<file path="config.mk">
export PLATFORM = sky130hd
export DESIGN_NAME = bullet_target_hit
export DESIGN_NICKNAME = d
export VERILOG_FILES = /design/src/rtl/bullet_target_hit.sv
export SDC_FILE = /design/constraint.sdc
export NUM_CORES = 1
export LEC_CHECK = 0
export BUFFER_PORTS_ARGS = -buffer_cell sky130_fd_sc_hd__buf_2
export CORE_ASPECT_RATIO = 1.1
export CORE_UTILIZATION = 51
export DETAILED_ROUTE_END_ITERATION = 12
export PLACE_DENSITY = 0.86
export SYNTH_ARGS = -nofsm -noshare
export SYNTH_HDL_FRONTEND = slang
export SYNTH_SLANG_ARGS = --single-unit
export TNS_END_PERCENT = 10
</file>
<file path="constraint.sdc">
create_clock -name frame_clk -period 14.2 [get_ports frame_clk]
set_clock_uncertainty 0.2 [all_clocks]
set_input_delay 1.42 -clock frame_clk [delete_from_list [all_inputs] [get_ports frame_clk]]
set_output_delay 1.42 -clock frame_clk [all_outputs]
set_load 0.01 [all_outputs]
</file>
<file path="src/rtl/bullet_target_hit.sv">
// -----------------------------------------------------------------------------
// bullet_target_hit
//
// This module sits downstream of the bullet stage and tests the bullet box
// against one target box once per frame. It tracks the target's hit points,
// the post-hit flash window, the death and respawn timing, and a kill score.
//
// Optional feature macro: TARGET_FLASH_EN
//   defined   : a non-lethal hit puts the target in FLASH for FLASH_FRAMES
//               frames. During FLASH the target cannot be hit.
//   undefined : a non-lethal hit leaves the target ALIVE and target_flash is
//               tied to 0. Lethal hits and DEAD behave the same in both builds.
//
// Parameters:
//   TARGET_HP      hit points on spawn and respawn (1..15)
//   FLASH_FRAMES   frames of post-hit flash and invulnerability (>=1)
//   RESPAWN_FRAMES frames the target stays dead before it respawns (>=1)
//
// Ports:
//   frame_clk      frame clock; the only clock
//   Reset          synchronous, active-high reset
//   BulletX/Y/S    bullet centre and half-size
//   bullet_on      high while the bullet is in flight
//   TargetX/Y/S    target centre and half-size
//   target_alive   target is drawn and can be hit
//   target_flash   target is in its post-hit flash
//   bullet_hit     one-frame pulse for each registered hit
//   target_hp      remaining hit points
//   score          kill count; saturates at 16'hFFFF
//
// Every output is registered. A hit sampled at edge N is visible after edge N.
// -----------------------------------------------------------------------------
module bullet_target_hit #(
    parameter int TARGET_HP      = 3,
    parameter int FLASH_FRAMES   = 8,
    parameter int RESPAWN_FRAMES = 60
) (
    input  logic        frame_clk,
    input  logic        Reset,
    input  logic [9:0]  BulletX,
    input  logic [9:0]  BulletY,
    input  logic [9:0]  BulletS,
    input  logic        bullet_on,
    input  logic [9:0]  TargetX,
    input  logic [9:0]  TargetY,
    input  logic [9:0]  TargetS,
    output logic        target_alive,
    output logic        target_flash,
    output logic        bullet_hit,
    output logic [3:0]  target_hp,
    output logic [15:0] score
);

    // The counter must be wide enough for the longer of the two timed states.
    localparam int CNT_MAX = (FLASH_FRAMES > RESPAWN_FRAMES) ? FLASH_FRAMES : RESPAWN_FRAMES;
    localparam int CNT_W   = $clog2(CNT_MAX + 1);

    localparam logic [CNT_W-1:0] CNT_ONE     = CNT_W'(1);
    localparam logic [CNT_W-1:0] CNT_RESPAWN = CNT_W'(RESPAWN_FRAMES);
`ifdef TARGET_FLASH_EN
    localparam logic [CNT_W-1:0] CNT_FLASH   = CNT_W'(FLASH_FRAMES);
`endif
    localparam logic [3:0]       HP_INIT     = 4'(TARGET_HP);
    localparam logic [15:0]      SCORE_MAX   = 16'hFFFF;

    typedef enum logic [1:0] {
        ST_ALIVE = 2'd0,
        ST_FLASH = 2'd1,
        ST_DEAD  = 2'd2
    } state_t;

    // ------------------------------------------------------------------
    // Overlap test. Each axis distance is an 11-bit unsigned difference,
    // always the larger value minus the smaller, so it cannot underflow.
    // Boxes whose edges touch count as overlapping (<=).
    // ------------------------------------------------------------------
    logic [10:0] dx;
    logic [10:0] dy;
    logic [10:0] r_sum;
    logic        overlap;

    assign dx = (BulletX >= TargetX) ? ({1'b0, BulletX} - {1'b0, TargetX})
                                     : ({1'b0, TargetX} - {1'b0, BulletX});
    assign dy = (BulletY >= TargetY) ? ({1'b0, BulletY} - {1'b0, TargetY})
                                     : ({1'b0, TargetY} - {1'b0, BulletY});
    assign r_sum   = {1'b0, BulletS} + {1'b0, TargetS};
    assign overlap = (dx <= r_sum) && (dy <= r_sum);

    // ------------------------------------------------------------------
    // State registers
    // ------------------------------------------------------------------
    state_t           state_q,  state_d;
    logic [CNT_W-1:0] cnt_q,    cnt_d;
    logic [3:0]       hp_q,     hp_d;
    logic [15:0]      score_q,  score_d;
    logic             armed_q,  armed_d;
    logic             alive_q,  alive_d;
    logic             hit_q,    hit_d;
`ifdef TARGET_FLASH_EN
    logic             flash_q,  flash_d;
`endif

    // A hit is taken only while ALIVE, with an armed bullet in flight that
    // overlaps the target. armed allows one hit per bullet flight.
    logic hit_take;
    assign hit_take = bullet_on && armed_q && overlap && (state_q == ST_ALIVE);

    always_comb begin
        state_d = state_q;
        cnt_d   = cnt_q;
        hp_d    = hp_q;
        score_d = score_q;
        armed_d = armed_q;
        alive_d = alive_q;
        hit_d   = 1'b0;
`ifdef TARGET_FLASH_EN
        flash_d = flash_q;
`endif

        // Re-arm whenever the bullet is out of flight. A hit needs
        // bullet_on=1, so the set and clear conditions never coincide.
        if (!bullet_on) begin
            armed_d = 1'b1;
        end else if (hit_take) begin
            armed_d = 1'b0;
        end

        case (state_q)
            ST_ALIVE: begin
                if (hit_take) begin
                    hit_d = 1'b1;
                    hp_d  = hp_q - 4'd1;
                    if (hp_q == 4'd1) begin
                        // Lethal hit: go dead, start the respawn timer and count the kill.
                        state_d = ST_DEAD;
                        cnt_d   = CNT_RESPAWN;
                        alive_d = 1'b0;
                        hp_d    = 4'd0;
`ifdef TARGET_FLASH_EN
                        flash_d = 1'b0;
`endif
                        if (score_q != SCORE_MAX) begin
                            score_d = score_q + 16'd1;
                        end
                    end else begin
`ifdef TARGET_FLASH_EN
                        state_d = ST_FLASH;
                        cnt_d   = CNT_FLASH;
                        flash_d = 1'b1;
`endif
                    end
                end
            end

`ifdef TARGET_FLASH_EN
            ST_FLASH: begin
                // The counter is loaded with FLASH_FRAMES. Leaving on the
                // count==1 edge makes the flash last exactly FLASH_FRAMES frames.
                if (cnt_q == CNT_ONE) begin
                    state_d = ST_ALIVE;
                    flash_d = 1'b0;
                end
                cnt_d = cnt_q - CNT_ONE;
            end
`endif

            ST_DEAD: begin
                if (cnt_q == CNT_ONE) begin
                    state_d = ST_ALIVE;
                    alive_d = 1'b1;
                    hp_d    = HP_INIT;
                end
                cnt_d = cnt_q - CNT_ONE;
            end

            default: begin
                state_d = ST_ALIVE;
                cnt_d   = '0;
            end
        endcase
    end

    always_ff @(posedge frame_clk) begin
        if (Reset) begin
            state_q <= ST_ALIVE;
            cnt_q   <= '0;
            hp_q    <= HP_INIT;
            score_q <= 16'd0;
            armed_q <= 1'b1;
            alive_q <= 1'b1;
            hit_q   <= 1'b0;
`ifdef TARGET_FLASH_EN
            flash_q <= 1'b0;
`endif
        end else begin
            state_q <= state_d;
            cnt_q   <= cnt_d;
            hp_q    <= hp_d;
            score_q <= score_d;
            armed_q <= armed_d;
            alive_q <= alive_d;
            hit_q   <= hit_d;
`ifdef TARGET_FLASH_EN
            flash_q <= flash_d;
`endif
        end
    end

    assign target_alive = alive_q;
    assign bullet_hit   = hit_q;
    assign target_hp    = hp_q;
    assign score        = score_q;
`ifdef TARGET_FLASH_EN
    assign target_flash = flash_q;
`else
    assign target_flash = 1'b0;
`endif

endmodule

</file>
==> flow_summary.yaml <==
synthesis:
  async_flop_share: 0
  synth_edf_count: 0
  ys_seq_area_frac: 0.1427
  syn-instance-count: 544
  syn_avg_cell_area_um2: 7.737
  yosys_warnings: 0
  synthesis.area_mm2: 0.004209
  ys.flop_type: "dfxtp_1"
  synth.distinct_cells: 62
  synth_nets: 689
  synth-seq-cells: 30
worst_setup_path:
  cp-end-kind: "register"
  crit_fanout: 17
  reg2reg_slack_ns: 11.53
  crit_buf_inv: 2
  r2r-start: "armed_q"
  crit_arrival_ns: 6.82
  required_ns: 14.18
  crit_slowest_cell: "nor3_2"
  worst_path_largest_cell_delay_ns: 0.91
  critPathTopFamily: "simple AND/OR/NAND/NOR gates"
  crit_chain: "buf_2 -> inv_1 -> ha_1 -> nor2b_4 -> o31a_1 -> o21a_4 -> or4_4 -> nand3_2 -> a21boi_2 -> or4_1 -> and3_1 -> ha_1 -> nand4_1 -> nor3_1 -> nor2_1 -> o31ai_1 -> o2111ai_1 -> nor3_2 -> and3_1 -> mux2_2"
  worstSetupPathType: "input port to register"
  regToRegEndpoint: "score[0]"
  r2r_cells: 4
  start_kind: "input port"
detailed_routing:
  num_vias: 4119
  wl_per_cell_um: 13.37
  postRouteAntennaNets: 0
  viasPerCell: 5.681
  drc: 0
  drt_first_pass_iters: 8
  drt_iter0_markers: 166
  routed_wirelength_um: 9695
power:
  p_leak_nw: 2.455
  ir_drop_v: 0.00007024
  powerDensity_mw_per_mm2: 72.88
placed_design:
  hpwl_um: 7979
  place_ws_ns: 7.060
  io_buffers: 84
  gp_congestion: 0.9328
clocking:
  h-tree-depth: 2
  cts_buffers: 5
  cts_resized: 0
  clk_path_buf_depth: 2
  cts_root_buf: "clkbuf_8"
  postCtsSetupBuffers: 0
  clock_latency_ns: 0.29
  cts_tree: "done"
  hold_buffers: 0
  cts.sinks: 30
  cts.clk_slew.worst_paths_ns: 0.06
global_routing:
  grt_pass1_wl_um: 16000
  grtUsageTotal: 0.2269
  grt_max_degree: 36
  antenna_found_initial: 0
  grt_pass1_vias: 3794
  grt_overflow: 0
timing:
  hold_viol: 0
  finalSetupTns_ns: 0
  drv_slew: 0
  worst_slack_ns: 7.356
  max_freq_mhz: 146.1
  rsz0062_at_grt: "no"
  min_period_ns: 6.844
  setup_viol: 0
  post-route-period-util: 0.4820
  relSlewSlack: 0.3255
  tightest_slew_ns: 1.012
job:
  maxCapViolCount: 0
worst_hold_path:
  holdPathEnd: "cnt_q[4]"
  hold_class: "register to register"
  holdPathStages: 1
  worstHoldStart: "cnt_q[4]"
cells_and_area:
  area_delta_synth_final_pct: 13.20
  drive_gt1_frac: 0.1864
  num-nets-final: 761
  mostFrequentLayoutCells: "buf_2, ha_1, inv_1"
  diodes: 0
  final_common_cell: "buf_2"
floorplan:
  ioPinCount: 86
  dieArea_mm2: 0.008621
  start_util: 0.5291
  rows: 34
  die_w_um: 88.62
  die-height_um: 97.28
  core_region_area_mm2: 0.007955
outcome:
  outcome: "finished clean"
registers in the layout, indices dropped and copies added, names as in the netlist:
| signal | cells |
|---|---|
| target_hp | 4 |
| score | 16 |
| cnt_q | 6 |
| state_q | 1 |
| bullet_hit | 1 |
| armed_q | 1 |
| target_alive | 1 |
stage by stage:
| stage | cell area (um^2) | power (mW) | hold WS, ns | cells | util |
|---|---|---|---|---|---|
| floorplan | 4209 | 0.2313 | 0.2361 | 544 | - |
| global placement | 4673 | 0.2665 | 0.2531 | 717 | 0.5874 |
| detailed placement | 4673 | 0.2743 | 0.2638 | 717 | 0.5874 |
| CTS | 4765 | 0.3464 | 0.2760 | 725 | 0.5989 |
| global route | 4765 | 0.3743 | 0.3119 | 725 | 0.5989 |
| finish | 4765 | 0.3472 | 0.2745 | 725 | 0.5989 |
where the power goes:
part,internal [mW],leakage (nW),switching [mW]
logic,0.0800,2.17,0.107
clock network,0.0390,0.0482,0.0327
registers,0.0865,0.242,0.00226
synth_stat cells (all sizes together) (6+ instances only):
cell | n | area share
buf | 8 | 0.013
xnor2 | 23 | 0.048
nor2 | 36 | 0.032
nor3 | 10 | 0.013
nor2b | 14 | 0.023
or3 | 6 | 0.0089
o21ai | 21 | 0.029
and3 | 10 | 0.015
a21o | 24 | 0.043
mux2 | 6 | 0.016
nor4 | 9 | 0.013
inv | 65 | 0.058
nand2b | 6 | 0.0089
nand4 | 14 | 0.021
dfxtp | 30 | 0.14
a211oi | 10 | 0.018
nand2 | 39 | 0.035
a21oi | 36 | 0.043
ha | 77 | 0.23
clkbuf | 12 | 0.011
nand3 | 10 | 0.013
mux2i | 9 | 0.021
xor2 | 7 | 0.015
layer usage:
layer	wire, um	track usage
met1	4127	0.2660
met2	4950	0.4195
met3	454	0.02464
met4	163	0.06948
met5	0	0
layout make-up:
class                   count  area (um^2)
flip-flops and latches     30        600.6
multi-input cells         429         3266
clock inverters             1        5.005
repair buffers             85        427.9
well taps                 108        135.1
inverters                  65        244.0
fillers                   735         3191
clock buffers               7        86.33
how the worst max path moves through the flow:
stage,from,to,cells past startpoint
final,BulletY[1],score[0],20
after detailed placement,BulletY[1],score[0],20
after CTS,BulletY[1],score[0],20
after global placement,BulletY[1],score[0],20
after global routing,BulletY[1],score[0],20
after floorplan,BulletY[1],target_alive,19
kinds of logic (layout without fill, tap and decap cells):
| group | count (synthesis) | count (layout) | share of synthesized area |
|---|---|---|---|
| flops | 30 | 30 | 0.1427 |
| mux | 15 | 15 | 0.03746 |
| other cells | 1 | 1 | 0.0008909 |
| buf+inv | 85 | 158 | 0.08145 |
| fa+ha+maj | 82 | 82 | 0.2527 |
| xor+xnor | 30 | 30 | 0.06243 |
| simple gates | 169 | 169 | 0.2093 |
| compound gates | 132 | 132 | 0.2131 |
worst reg2reg max path: stages (launching register included):
cell,delay (ns)
dfxtp_1,0.33
o2111ai_1,0.46
nor3_2,0.91
and3_1,0.32
mux2_2,0.34
No activity file was read; power rests on OpenSTA's default activity.
